[src/rtl/fft_agu_sequencer_pkg.sv]
// Shared AGU mode codes, sequencer state encoding and default transform size
// for the FFT address-generator phase controller.
package fft_agu_sequencer_pkg;

  localparam int AGU_MODE_WIDTH = 2;

  localparam logic [AGU_MODE_WIDTH-1:0] AGU_MODE_OP_RAM  = 2'd0;
  localparam logic [AGU_MODE_WIDTH-1:0] AGU_MODE_ROM_RAM = 2'd1;
  localparam logic [AGU_MODE_WIDTH-1:0] AGU_MODE_BF_RAM  = 2'd2;
  localparam logic [AGU_MODE_WIDTH-1:0] AGU_MODE_RAM_OP  = 2'd3;

  localparam int DEF_N_POINTS = 128;
  localparam int DEF_LOG_N    = 7;

  typedef enum logic [2:0] {
    SEQ_ST_IDLE,
    SEQ_ST_ROM_COPY,
    SEQ_ST_LOAD,
    SEQ_ST_BF,
    SEQ_ST_BF_DRAIN,
    SEQ_ST_UNLOAD,
    SEQ_ST_DONE
  } seqState_t;

  // Phases that open with an AGU reinit cycle before the counted run.
  function automatic logic hasSetup(input seqState_t s);
    return (s == SEQ_ST_ROM_COPY) || (s == SEQ_ST_LOAD) ||
           (s == SEQ_ST_BF) || (s == SEQ_ST_UNLOAD);
  endfunction

endpackage

[src/rtl/fft_phase_counter.sv]
// Phase counter: load clears the count and latches the terminal value; otherwise
// counts up every cycle, tc flags count == terminal.
module fft_phase_counter #(
  parameter int CNT_W = 12
) (
  input  logic             clk,
  input  logic             reset,
  input  logic             load,
  input  logic [CNT_W-1:0] limit,
  output logic [CNT_W-1:0] pc,
  output logic             tc
);

  logic [CNT_W-1:0] termVal;

  always_ff @(posedge clk) begin
    if (reset) begin
      pc      <= '0;
      termVal <= '0;
    end else if (load) begin
      pc      <= '0;
      termVal <= limit;
    end else begin
      pc <= pc + 1'b1;
    end
  end

  assign tc = (pc == termVal);

endmodule

[src/rtl/fft_agu_sequencer.sv]
// FFT phase controller: ROM copy, bit-reversed load, LOG_N butterfly stages, drain, unload.
// Optional build macro FFT_SEQ_IFFT_EN: latched inverse-transform select plus one flush cycle in UNLOAD.
//
// state     | meaning
// IDLE      | waiting for start, AGU held in reinit
// ROM_COPY  | twiddle ROM -> RAM copy
// LOAD      | operand input -> RAM (bit-reversed by AGU)
// BF        | LOG_N butterfly stages, writes follow delayed AGU strobe
// BF_DRAIN  | pipeline flush until last butterfly write lands
// UNLOAD    | RAM -> operand output
// DONE      | one-cycle completion pulse
module fft_agu_sequencer
  import fft_agu_sequencer_pkg::*;
#(
  parameter int N_POINTS     = DEF_N_POINTS,
  parameter int LOG_N        = DEF_LOG_N,
  parameter int TWID_WORDS   = 128,
  parameter int BF_DRAIN_CYC = 8,
  parameter int CNT_W        = 12,
  parameter int STAGE_W      = 3
) (
  input  logic                      clk,
  input  logic                      reset,
  input  logic                      start,
  input  logic                      ifft_req,
  input  logic                      agu_we_ram,
  output logic [AGU_MODE_WIDTH-1:0] agu_mode,
  output logic                      agu_reset,
  output logic                      agu_start,
  output logic                      agu_output_en,
  output logic                      agu_ifft,
  output logic                      ram_we,
  output logic [STAGE_W-1:0]        stage_idx,
  output logic                      busy,
  output logic                      done
);

  localparam int BF_SPAN = 4 * N_POINTS;
  localparam int PC_LOW  = $clog2(BF_SPAN);
`ifdef FFT_SEQ_IFFT_EN
  localparam int UNLOAD_EXTRA = 1;
`else
  localparam int UNLOAD_EXTRA = 0;
`endif

  localparam logic [CNT_W-1:0]   ROM_LEN    = CNT_W'(TWID_WORDS);
  localparam logic [CNT_W-1:0]   LOAD_LEN   = CNT_W'(2 * N_POINTS);
  localparam logic [CNT_W-1:0]   BF_LEN     = CNT_W'(LOG_N * BF_SPAN);
  localparam logic [CNT_W-1:0]   DRAIN_LAST = CNT_W'(BF_DRAIN_CYC - 1);
  localparam logic [CNT_W-1:0]   UNLOAD_LEN = CNT_W'(2 * N_POINTS + UNLOAD_EXTRA);
  localparam logic [STAGE_W-1:0] STAGE_MAX  = STAGE_W'(LOG_N - 1);

  if (LOG_N * BF_SPAN >= (1 << CNT_W)) begin : g_cntTooNarrow
    $error("CNT_W cannot hold LOG_N*4*N_POINTS");
  end

  seqState_t        state, nextState;
  logic             setupPhase, setupNext;
  logic             weDly;
  logic [STAGE_W-1:0] stageIdx;
  logic             pcLoad, pcTc;
  logic [CNT_W-1:0] pcLimit, pc;

  fft_phase_counter #(.CNT_W(CNT_W)) u_phaseCounter (
    .clk   (clk),
    .reset (reset),
    .load  (pcLoad),
    .limit (pcLimit),
    .pc    (pc),
    .tc    (pcTc)
  );

  always_ff @(posedge clk) begin
    if (reset) begin
      state      <= SEQ_ST_IDLE;
      setupPhase <= 1'b0;
      weDly      <= 1'b0;
      stageIdx   <= '0;
    end else begin
      state      <= nextState;
      setupPhase <= setupNext;
      weDly      <= agu_we_ram;
      if (state == SEQ_ST_BF) begin
        if (setupPhase)
          stageIdx <= '0;
        else if ((&pc[PC_LOW-1:0]) && (stageIdx != STAGE_MAX))
          stageIdx <= stageIdx + 1'b1;
      end
    end
  end

  always_comb begin
    nextState     = state;
    pcLoad        = 1'b0;
    pcLimit       = '0;
    agu_mode      = AGU_MODE_ROM_RAM;
    agu_reset     = 1'b0;
    agu_start     = 1'b0;
    agu_output_en = 1'b0;
    ram_we        = 1'b0;
    busy          = 1'b1;
    done          = 1'b0;
    case (state)
      SEQ_ST_IDLE: begin
        agu_reset = 1'b1;
        busy      = 1'b0;
        pcLoad    = 1'b1;
        if (start) nextState = SEQ_ST_ROM_COPY;
      end
      SEQ_ST_ROM_COPY, SEQ_ST_LOAD: begin
        agu_mode      = (state == SEQ_ST_LOAD) ? AGU_MODE_OP_RAM : AGU_MODE_ROM_RAM;
        agu_output_en = 1'b1;
        if (setupPhase) begin
          agu_reset = 1'b1;
          pcLoad    = 1'b1;
          pcLimit   = (state == SEQ_ST_LOAD) ? LOAD_LEN : ROM_LEN;
        end else begin
          agu_start = (pc == '0);
          ram_we    = (pc != '0);
          if (pcTc) nextState = (state == SEQ_ST_LOAD) ? SEQ_ST_BF : SEQ_ST_LOAD;
        end
      end
      SEQ_ST_BF: begin
        agu_mode      = AGU_MODE_BF_RAM;
        agu_output_en = 1'b1;
        ram_we        = weDly;
        if (setupPhase) begin
          agu_reset = 1'b1;
          pcLoad    = 1'b1;
          pcLimit   = BF_LEN;
        end else begin
          agu_start = (pc == '0);
          if (pcTc) begin
            // Drain has no setup cycle, so its count is armed here.
            nextState = SEQ_ST_BF_DRAIN;
            pcLoad    = 1'b1;
            pcLimit   = DRAIN_LAST;
          end
        end
      end
      SEQ_ST_BF_DRAIN: begin
        agu_mode      = AGU_MODE_BF_RAM;
        agu_output_en = 1'b1;
        ram_we        = weDly;
        if (pcTc) nextState = SEQ_ST_UNLOAD;
      end
      SEQ_ST_UNLOAD: begin
        agu_mode = AGU_MODE_RAM_OP;
        if (setupPhase) begin
          agu_reset = 1'b1;
          pcLoad    = 1'b1;
          pcLimit   = UNLOAD_LEN;
        end else begin
          agu_start = (pc == '0);
          if (pcTc) nextState = SEQ_ST_DONE;
        end
      end
      SEQ_ST_DONE: begin
        agu_mode  = AGU_MODE_RAM_OP;
        busy      = 1'b0;
        done      = 1'b1;
        nextState = SEQ_ST_IDLE;
      end
      default: nextState = SEQ_ST_IDLE;
    endcase
    setupNext = (nextState != state) && hasSetup(nextState);
  end

  assign stage_idx = stageIdx;

`ifdef FFT_SEQ_IFFT_EN
  logic ifftLat;

  always_ff @(posedge clk) begin
    if (reset)
      ifftLat <= 1'b0;
    else if ((state == SEQ_ST_IDLE) && start)
      ifftLat <= ifft_req;
    else if (state == SEQ_ST_DONE)
      ifftLat <= 1'b0;
  end

  assign agu_ifft = ifftLat;
`else
  logic unusedIfftReq;
  assign unusedIfftReq = ifft_req;
  assign agu_ifft      = 1'b0;
`endif

endmodule

[config.mk]
export PLATFORM = sky130hd
export DESIGN_NAME = fft_agu_sequencer
export DESIGN_NICKNAME = d
export VERILOG_FILES = /design/src/rtl/fft_agu_sequencer_pkg.sv /design/src/rtl/fft_phase_counter.sv /design/src/rtl/fft_agu_sequencer.sv
export SDC_FILE = /design/constraint.sdc
export NUM_CORES = 1
export LEC_CHECK = 0
export CAP_MARGIN = 20
export CORE_ASPECT_RATIO = 0.9
export CORE_UTILIZATION = 45
export DETAILED_ROUTE_END_ITERATION = 6
export PLACE_DENSITY = 0.75
export SETUP_SLACK_MARGIN = 0.05
export SYNTH_ARGS = -nofsm -noshare
export SYNTH_HDL_FRONTEND = slang
export SYNTH_HIERARCHICAL = 1
export SYNTH_SLANG_ARGS = --single-unit
[constraint.sdc]
create_clock -name clk -period 4.2 [get_ports clk]
set_input_delay 0.84 -clock clk [delete_from_list [all_inputs] [get_ports clk]]
set_output_delay 0.84 -clock clk [all_outputs]
set_load 0.05 [all_outputs]
==> impl_results.md, run 1 <==
- Post-CTS Setup Bufs: 0
- Netlist cell types: 43
- P per Cell Area: 410.2 nW/um^2
- Nets: 222
- Die width: 66.77 um
- CP Capture Type: primary output
- Initial DRC Count: 75
- Clock transition at path regs: 0.06 ns
- Row cnt: 20
- Share of cells above drive strength 1: 6.977%
- Core Region: 3478 sq um
- Via-to-Cell Ratio: 5.490
- Resized cells post-CTS: 0
- Max incr delay on CP: 0.83 ns
- H-tree levels: 2
- CTS tree: yes
- IO buf count: 14
- Primary FF master, synth: dfxtp_1
- Largest net degree at the start of global routing: 19
- Synthesized flop and latch total: 32
- Post-synth EDFFs: 0
- Crit path launch type: flop
- Worst slew pin tran: 0.5676 ns
- TNS Setup: 0 ns
- CP Cell Sequence: nor4_1 -> nand3_1 -> nor3_1 -> clkdlybuf4s50_1
- DRC Markers: 0
- CP bufs+invs: 1
- Leakage: 0.7110 nW
- Max Cap Viol: 0
- CP max stage cell: clkdlybuf4s50_1
- Seq/Total Area, Yosys: 37.70%
- Status: finished clean
- Setup Skew: 0.004897 ns
- Final setup vio count: 0
- FFs w/ async S/R, synth: 0%
- Slew margin rel.: 61.87%
- Global-route wire length before repair: 5623 um
- Number of diodes: 0
- Fmax achieved: 318.8 MHz
- Number of global-route vias before repair: 1223
- Cell family with most CP delay: buffers and inverters
- Cts hold-fix bufs: 0
- CP Class: reg2out
- Initial antenna violation count: 0
- Layout area overhead: 15.02%
- Final worst path period share: 74.69%
- Via count: 1422
- Die height: 60.30 um
- Commonest non-fill, non-tap cell in the layout: dfxtp_1
- Post-layout util: 56.19%
- Worst Path Arrival: 2.30 ns
- WL final: 3400 um
- Syn_area_per_cell: 8.538 sq um
- Post-DR wirelength/cell: 13.13 um
- IO Pins: 17
- # clock sinks: 32
- Critical Path RT: 3.36 ns
- First drt pass iteration count: 4
- Post-route ant nets: 0
- Hold Fails Final Rpt: 0
- Max-slew violations: 0
- RSZ-0062 raised after global routing: false
- Cells after Synth: 199
- Synth warnings: 6
- Crit Path Max Fanout: 6
- Root Driver: clkbuf_8
- Die Area: 4026 sq um
- GRT Residual Overflow: 0
- Initial Utilization: 48.85%
- CTS max path bufs: 2
- Final Critical Period: 3.137 ns
- Worst vdd ir: 0.2429 mV
- Clk_lat worst skew: 0.29 ns
- Most frequent cells in the layout: 32 x dfxtp_1, 26 x nor2_1, 16 x xnor2_1
- Min-Delay Path Class: reg2reg
- RePlAce Congestion: 0.7913
- GRT Total Usage: 19.40%
- CTS buffer count: 5
- Post-Syn Area: 1699 sq um
- Post-DP HPWL: 2357 um
-- state kept, by name, indices dropped and copies added (netlist names) --
register / count
weDly: 1
setupPhase: 1
u_phaseCounter/termVal: 12
stage_idx: 3
state: 3
u_phaseCounter/pc: 12
-- layout make-up --
cell class	instances	area (sq um)
fill	325	1524
multi-input combinational	150	979.7
sequential	32	640.6
timing repair buffer	16	155.1
clock buffer	8	90.09
tap	44	55.05
inverter	9	33.78
-- Yosys cell counts, types with 2 or more instances --
library cell / n / area share (%)
nand3_1: 6 / 1.8
buf_2: 2 / 0.59
nand4b_1: 2 / 1.0
inv_1: 9 / 2.0
nand3_2: 2 / 1.2
or3_1: 7 / 2.6
dfxtp_1: 32 / 38
nor3_1: 3 / 0.88
clkbuf_1: 7 / 1.5
nor4_1: 4 / 1.5
a21oi_1: 13 / 3.8
ha_1: 3 / 2.2
nand2b_1: 2 / 0.74
o31ai_1: 5 / 2.2
o21ai_0: 5 / 1.5
nor2b_1: 3 / 1.1
nand2_1: 6 / 1.3
and2_1: 2 / 0.74
mux2i_1: 12 / 7.1
xnor2_1: 16 / 8.2
or2_2: 2 / 0.74
nand4_1: 6 / 2.2
o21a_1: 2 / 0.88
nor2_1: 26 / 5.7
or4_1: 4 / 1.8
-- kinds of logic (layout without fill, tap and decap cells) --
kind of cell / count (synthesis) / in the layout / share of synthesized area, %
flip-flops: 32 / 32 / 37.70
AO/OA/AOI/OAI: 34 / 34 / 13.11
adder cells (fa/ha/maj): 3 / 3 / 2.209
buffers and inverters: 21 / 33 / 5.523
XOR/XNOR: 17 / 17 / 8.763
multiplexers: 12 / 12 / 7.070
other: 1 / 5 / 0.2207
AND/OR/NAND/NOR: 79 / 79 / 25.40
-- where the power goes --
part	leakage, nW	total, mW	internal [mW]	switching, mW
Combinational	0.406	0.217	0.0847	0.132
Sequential	0.260	0.344	0.318	0.0258
Clock	0.0455	0.241	0.133	0.108
Total	0.711	0.802	0.536	0.266
-- tightest hold or removal path, stage by stage, from the launching register on --
cell,delay (ns)
dfxtp_1,0.34
mux2i_1,0.07
nor2_1,0.07
-- per-stage QoR --
step	worst slack (ns)	area (sq um)	instances	power, mW	hold slack [ns]
final	1.063	1954	259	0.8018	0.5172
after CTS	1.075	1954	259	0.8092	0.5213
after floorplan	1.052	1714	203	0.5101	0.4773
after global routing	0.9117	1954	259	0.8415	0.5389
after global placement	1.377	1864	251	0.5634	0.4976
after detailed placement	1.392	1864	251	0.5655	0.5055
-- final timing paths --
check | startpoint | end | slack [ns] | cells past startpoint
min | u_phaseCounter/termVal[1] | u_phaseCounter/termVal[1] | 0.52 | 2
max reg2reg | u_phaseCounter/pc[7] | u_phaseCounter/termVal[2] | 1.85 | 7
min reg2reg | u_phaseCounter/termVal[1] | u_phaseCounter/termVal[1] | 0.52 | 2
max | u_phaseCounter/pc[6] | agu_start | 1.06 | 4
-- metal layers --
metal,GRT usage (%),vias up,wire length [um],share of wire (%)
met2,26.41,28,1407,41
met1,26.76,654,1769,52
li1,-,730,-,-
met4,13.07,0,104,3.1
met5,0,-,0,0
met3,4.580,10,118,3.5
(Power assumes the default switching activity.)
==> run 2, diff against run 1 <==
PLACE_DENSITY = 0.78   (was 0.75)
clock period = 2.8 ns   (was 4.2 ns; I/O delays follow)
==> run 2 against run 1 <==
Cell area up 2.0%. Clock power rose by 52%. Hold slack better by 0.0043 ns. Critical endpoint is now agu_reset. Wire length up 3.1%. Global-route usage is 0.82 points higher.
==> impl_results.md, run 2 (synthesized netlist as in run 1, its figures left out) <==
- Status: finished clean
- H-tree levels: 2
- Cell family with most CP delay: buffers and inverters
- Critical Path RT: 2.24 ns
- Initial antenna violation count: 0
- Min-Delay Path Class: reg2reg
- Post-DR wirelength/cell: 13.28 um
- Post-DP HPWL: 2520 um
- Crit Path Max Fanout: 12
- First drt pass iteration count: 4
- Worst setup path start: state[0]
- Number of global-route vias before repair: 1258
- Clk_lat worst skew: 0.29 ns
- Met2 Routed Length: 1533 um
- Clock transition at path regs: 0.06 ns
- GRT Residual Overflow: 0
- TNS Setup: 0 ns
- Core Region: 3478 sq um
- CTS max path bufs: 2
- Worst Path Arrival: 2.04 ns
- Post-DP Area: 1899 sq um
- Nets: 227
- Post-layout util: 57.30%
- # clock sinks: 32
- CP Capture Type: primary output
- CP bufs+invs: 2
- DRT met1 WL: 1797 um
- Most frequent cells in the layout: 32 x dfxtp_1, 26 x nor2_1, 16 x xnor2_1
- Post-CTS Setup Bufs: 0
- IO Pins: 17
- Setup Skew: 0.004133 ns
- Root Driver: clkbuf_8
- Crit path launch type: flop
- Leakage: 0.7572 nW
- WL final: 3505 um
- Cts hold-fix bufs: 0
- Final worst path period share: 92.82%
- CP Class: reg2out
- Worst R2R Start: u_phaseCounter/pc[2]
- Final Critical Period: 2.599 ns
- Initial Utilization: 48.85%
- Largest registers: u_phaseCounter/pc: 12 flops, u_phaseCounter/termVal: 12 flops
- Hold Fails Final Rpt: 0
- RePlAce Congestion: 0.8790
- Die width: 66.77 um
- Die Area: 4026 sq um
- Fmax achieved: 384.8 MHz
- CTS buffer count: 5
- Final setup vio count: 0
- P per Cell Area: 609.4 nW/um^2
- GRT Total Usage: 20.22%
- Share of cells above drive strength 1: 9.545%
- Via count: 1452
- Worst vdd ir: 0.5253 mV
- Number of diodes: 0
- Layout area overhead: 17.30%
- Min-delay src: u_phaseCounter/termVal[10]
- CP Cell Sequence: buf_4 -> nand2_1 -> o21ai_0 -> nand2_1 -> o21ai_0 -> clkdlybuf4s50_1
- Max Cap Viol: 0
- Worst slew pin tran: 0.5814 ns
- Met3 wire length: 118 um
- Post-route ant nets: 0
- Max-slew violations: 0
- CTS tree: yes
- Die height: 60.30 um
- Slew margin rel.: 60.94%
- Worst setup margin: 0.2011 ns
- Initial DRC Count: 72
- Row cnt: 20
- Top Metal Used: met4
- Design Area, Final: 1993 sq um
- RSZ-0062 raised after global routing: false
- DRC Markers: 0
- Setup WS pre-CTS: 0.2828 ns
- IO buf count: 14
- Max incr delay on CP: 0.84 ns
- Total power: 1.215 mW
- CP max stage cell: clkdlybuf4s50_1
- Commonest non-fill, non-tap cell in the layout: dfxtp_1
- Largest net degree at the start of global routing: 15
- Via-to-Cell Ratio: 5.500
- Global-route wire length before repair: 5989 um
## run 2: final timing paths
check	to	slack (ns)	cells after the start
worst min-delay path	u_phaseCounter/termVal[10]	0.52	2
worst min register to register	u_phaseCounter/termVal[10]	0.52	2
worst max register to register	u_phaseCounter/termVal[1]	0.41	7
worst max-delay path	agu_reset	0.20	6
## run 2: tightest hold or removal path: cells and delay by family (launching register included)
kind / cells / cell delay [ns]
DFF: 1 / 0.34
muxes: 1 / 0.07
and+or+nand+nor: 1 / 0.07
## run 2: per-stage QoR
stage / instances / hold WS (ns)
2_1_floorplan: 203 / 0.4773
3_3_place_gp: 256 / 0.4965
3_5_place_dp: 256 / 0.5085
4_1_cts: 264 / 0.5211
5_1_grt: 264 / 0.5430
6_report: 264 / 0.5216
## run 2: area by class of cell
| cell class | instances | area, sq um |
|---|---|---|
| Tap cell | 44 | 55.05 |
| Clock buffer | 8 | 90.09 |
| Inverter | 9 | 33.78 |
| Timing Repair Buffer | 21 | 193.9 |
| Fill cell | 312 | 1485 |
| Sequential cell | 32 | 640.6 |
| Multi-Input combinational cell | 150 | 979.7 |
## run 2: per-layer routing
metal,up-vias,track usage [%]
li1,741,-
met1,682,28.67
met2,24,27.99
met3,5,6.298
met4,0,8.207
met5,-,0
## run 2: power by group
group,switching [mW],internal (mW),total (mW)
clock network,0.166,0.200,0.366
logic,0.209,0.131,0.340
registers,0.0309,0.477,0.508
## run 2: repair_timing
item                                   in CTS  in global routing
pin swaps                                   0                  0
endpoints found under the hold margin       0                  0
resized for setup                           1                  2
setup endpoints to repair                   1                  2
cloned                                      0                  0
==> run 3, diff against run 2 <==
TNS_END_PERCENT = 1   (was not set)
==> run 3 against run 2 <==
Maximum frequency fell by 0.89%. Cell area fell by 0.13%. Non-clock buffer count stayed put. Highest routed layer unchanged. Sequential power about the same. Global-route usage unchanged. Die area stayed put. Hold slack about the same. Largest power group unchanged. Wire length rose by 0.37%.
==> impl_results.md, run 3 (synthesized netlist as in run 1, its figures left out) <==
- Row cnt: 20
- Die Area: 4026 sq um
- CP max stage cell: clkdlybuf4s50_1
- Final setup vio count: 0
- Crit Path Max Fanout: 12
- TNS Setup: 0 ns
- Clock transition at path regs: 0.06 ns
- Internal power: 0.8082 mW
- Setup Skew: 0.003609 ns
- Max incr delay on CP: 0.82 ns
- Fmax achieved: 381.4 MHz
- CTS tree: yes
- FF-to-FF setup slack: 0.43 ns
- GRT Residual Overflow: 0
- Max Cap Viol: 0
- RSZ-0062 raised after global routing: true
- Switching Fraction: 33.34%
- Post-DR wirelength/cell: 13.33 um
- IO Pins: 17
- IO buf count: 14
- Min Hold Slack: 0.5218 ns
- Root Driver: clkbuf_8
- Layout area overhead: 17.16%
- Cts hold-fix bufs: 0
- Sequential power share: 41.9%
- Worst R2R Start: u_phaseCounter/pc[2]
- Via count: 1462
- Worst reg-to-reg path cell count: 7
- Worst vdd ir: 0.5240 mV
- Post-CTS Setup Bufs: 0
- Final Critical Period: 2.622 ns
- CP Class: reg2out
- Nets: 227
- H-tree levels: 2
- Initial Utilization: 48.85%
- Worst slew pin tran: 0.5758 ns
- Switch Pwr: 0.4043 mW
- CP Cell Sequence: inv_1 -> nor2_1 -> buf_4 -> a21oi_1 -> clkdlybuf4s50_1
- CTS buffer count: 5
- Post-DP HPWL: 2520 um
- Largest registers: u_phaseCounter/pc: 12 flops, u_phaseCounter/termVal: 12 flops
- Initial DRC Count: 83
- Comb power frac: 28.0%
- Critical Path RT: 2.24 ns
- CTS max path bufs: 2
- Worst Path Arrival: 2.06 ns
- Post-route ant nets: 0
- Largest net degree at the start of global routing: 15
- GRT Total Usage: 20.22%
- Number of diodes: 0
- Worst setup margin: 0.1779 ns
- Global-route wire length before repair: 5989 um
- Initial antenna violation count: 0
- CP Capture Type: primary output
- Hold Fails Final Rpt: 0
- Status: finished clean
- # clock sinks: 32
- Leakage: 0.7564 nW
- Crit path launch type: flop
- WL final: 3518 um
- Die width: 66.77 um
- Most frequent cells in the layout: 32 x dfxtp_1, 26 x nor2_1, 16 x xnor2_1
- First drt pass iteration count: 4
- Commonest non-fill, non-tap cell in the layout: dfxtp_1
- Max-slew violations: 0
- Share of cells above drive strength 1: 9.545%
- Final worst path period share: 93.65%
- Setup WS pre-CTS: 0.2828 ns
- Die height: 60.30 um
- Worst setup path start: state[1]
- CP Capture Point: agu_mode[0]
- P per Cell Area: 609.1 nW/um^2
- DRC Markers: 0
- Core Region: 3478 sq um
- Clock power frac: 30.1%
- Number of global-route vias before repair: 1258
- Min-Delay Path Class: reg2reg
- RePlAce Congestion: 0.8790
- Reg-to-Reg End: u_phaseCounter/termVal[1]
- Slew margin rel.: 61.32%
- Via-to-Cell Ratio: 5.538
- Clk_lat worst skew: 0.29 ns
- Post-layout util: 57.23%
[run 3: worst min path at each step]
stage               slack [ns]  cells past startpoint                         end                        from
floorplan                 0.48                      2       u_phaseCounter/pc[11]       u_phaseCounter/pc[11]
global placement          0.50                      2   u_phaseCounter/termVal[0]   u_phaseCounter/termVal[0]
detailed placement        0.51                      2       u_phaseCounter/pc[11]       u_phaseCounter/pc[11]
CTS                       0.52                      2       u_phaseCounter/pc[11]       u_phaseCounter/pc[11]
global route              0.54                      2  u_phaseCounter/termVal[10]  u_phaseCounter/termVal[10]
finish                    0.52                      2  u_phaseCounter/termVal[10]  u_phaseCounter/termVal[10]
[run 3: repair_timing]
action,CTS,global route
setup endpoints to repair,1,2
resized for setup,1,1
endpoints found under the hold margin,0,0
[run 3: worst max-delay path, delay by kind of cell (launching register included)]
| kind | cells | cell delay, ns |
|---|---|---|
| flops | 1 | 0.42 |
| compound gates | 1 | 0.12 |
| simple gates | 1 | 0.07 |
| buf+inv | 3 | 1.16 |
[run 3: cell type report]
class	count	area, sq um
Timing Repair Buffer	21	191.4
Clock buffer	8	90.09
Inverter	9	33.78
Multi-Input combinational cell	150	979.7
Fill cell	313	1488
Sequential cell	32	640.6
Tap cell	44	55.05
[run 3: metrics by stage]
step / total power [mW] / cells / instance area, sq um
6_report: 1.213 / 264 / 1991
5_1_grt: 1.272 / 264 / 1991
4_1_cts: 1.219 / 264 / 1988
3_5_place_dp: 0.8556 / 256 / 1899
3_3_place_gp: 0.8526 / 256 / 1899
2_1_floorplan: 0.7656 / 203 / 1714
[run 3: routing by layer]
layer | up-vias | part of all wire [%] | GRT usage, %
met5 | - | 0 | 0
met4 | 0 | 1.6 | 8.207
met3 | 5 | 3.6 | 6.298
met2 | 28 | 44 | 27.99
met1 | 691 | 51 | 28.67
li1 | 738 | - | -
[run 3: power by group through the flow]
stage / Combinational (mW) / Sequential [mW] / Clock [mW]
floorplan: 0.261 / 0.505 / 0
global placement: 0.335 / 0.517 / 0
detailed placement: 0.338 / 0.518 / 0
CTS: 0.339 / 0.507 / 0.372
global route: 0.367 / 0.512 / 0.393
finish: 0.340 / 0.508 / 0.365
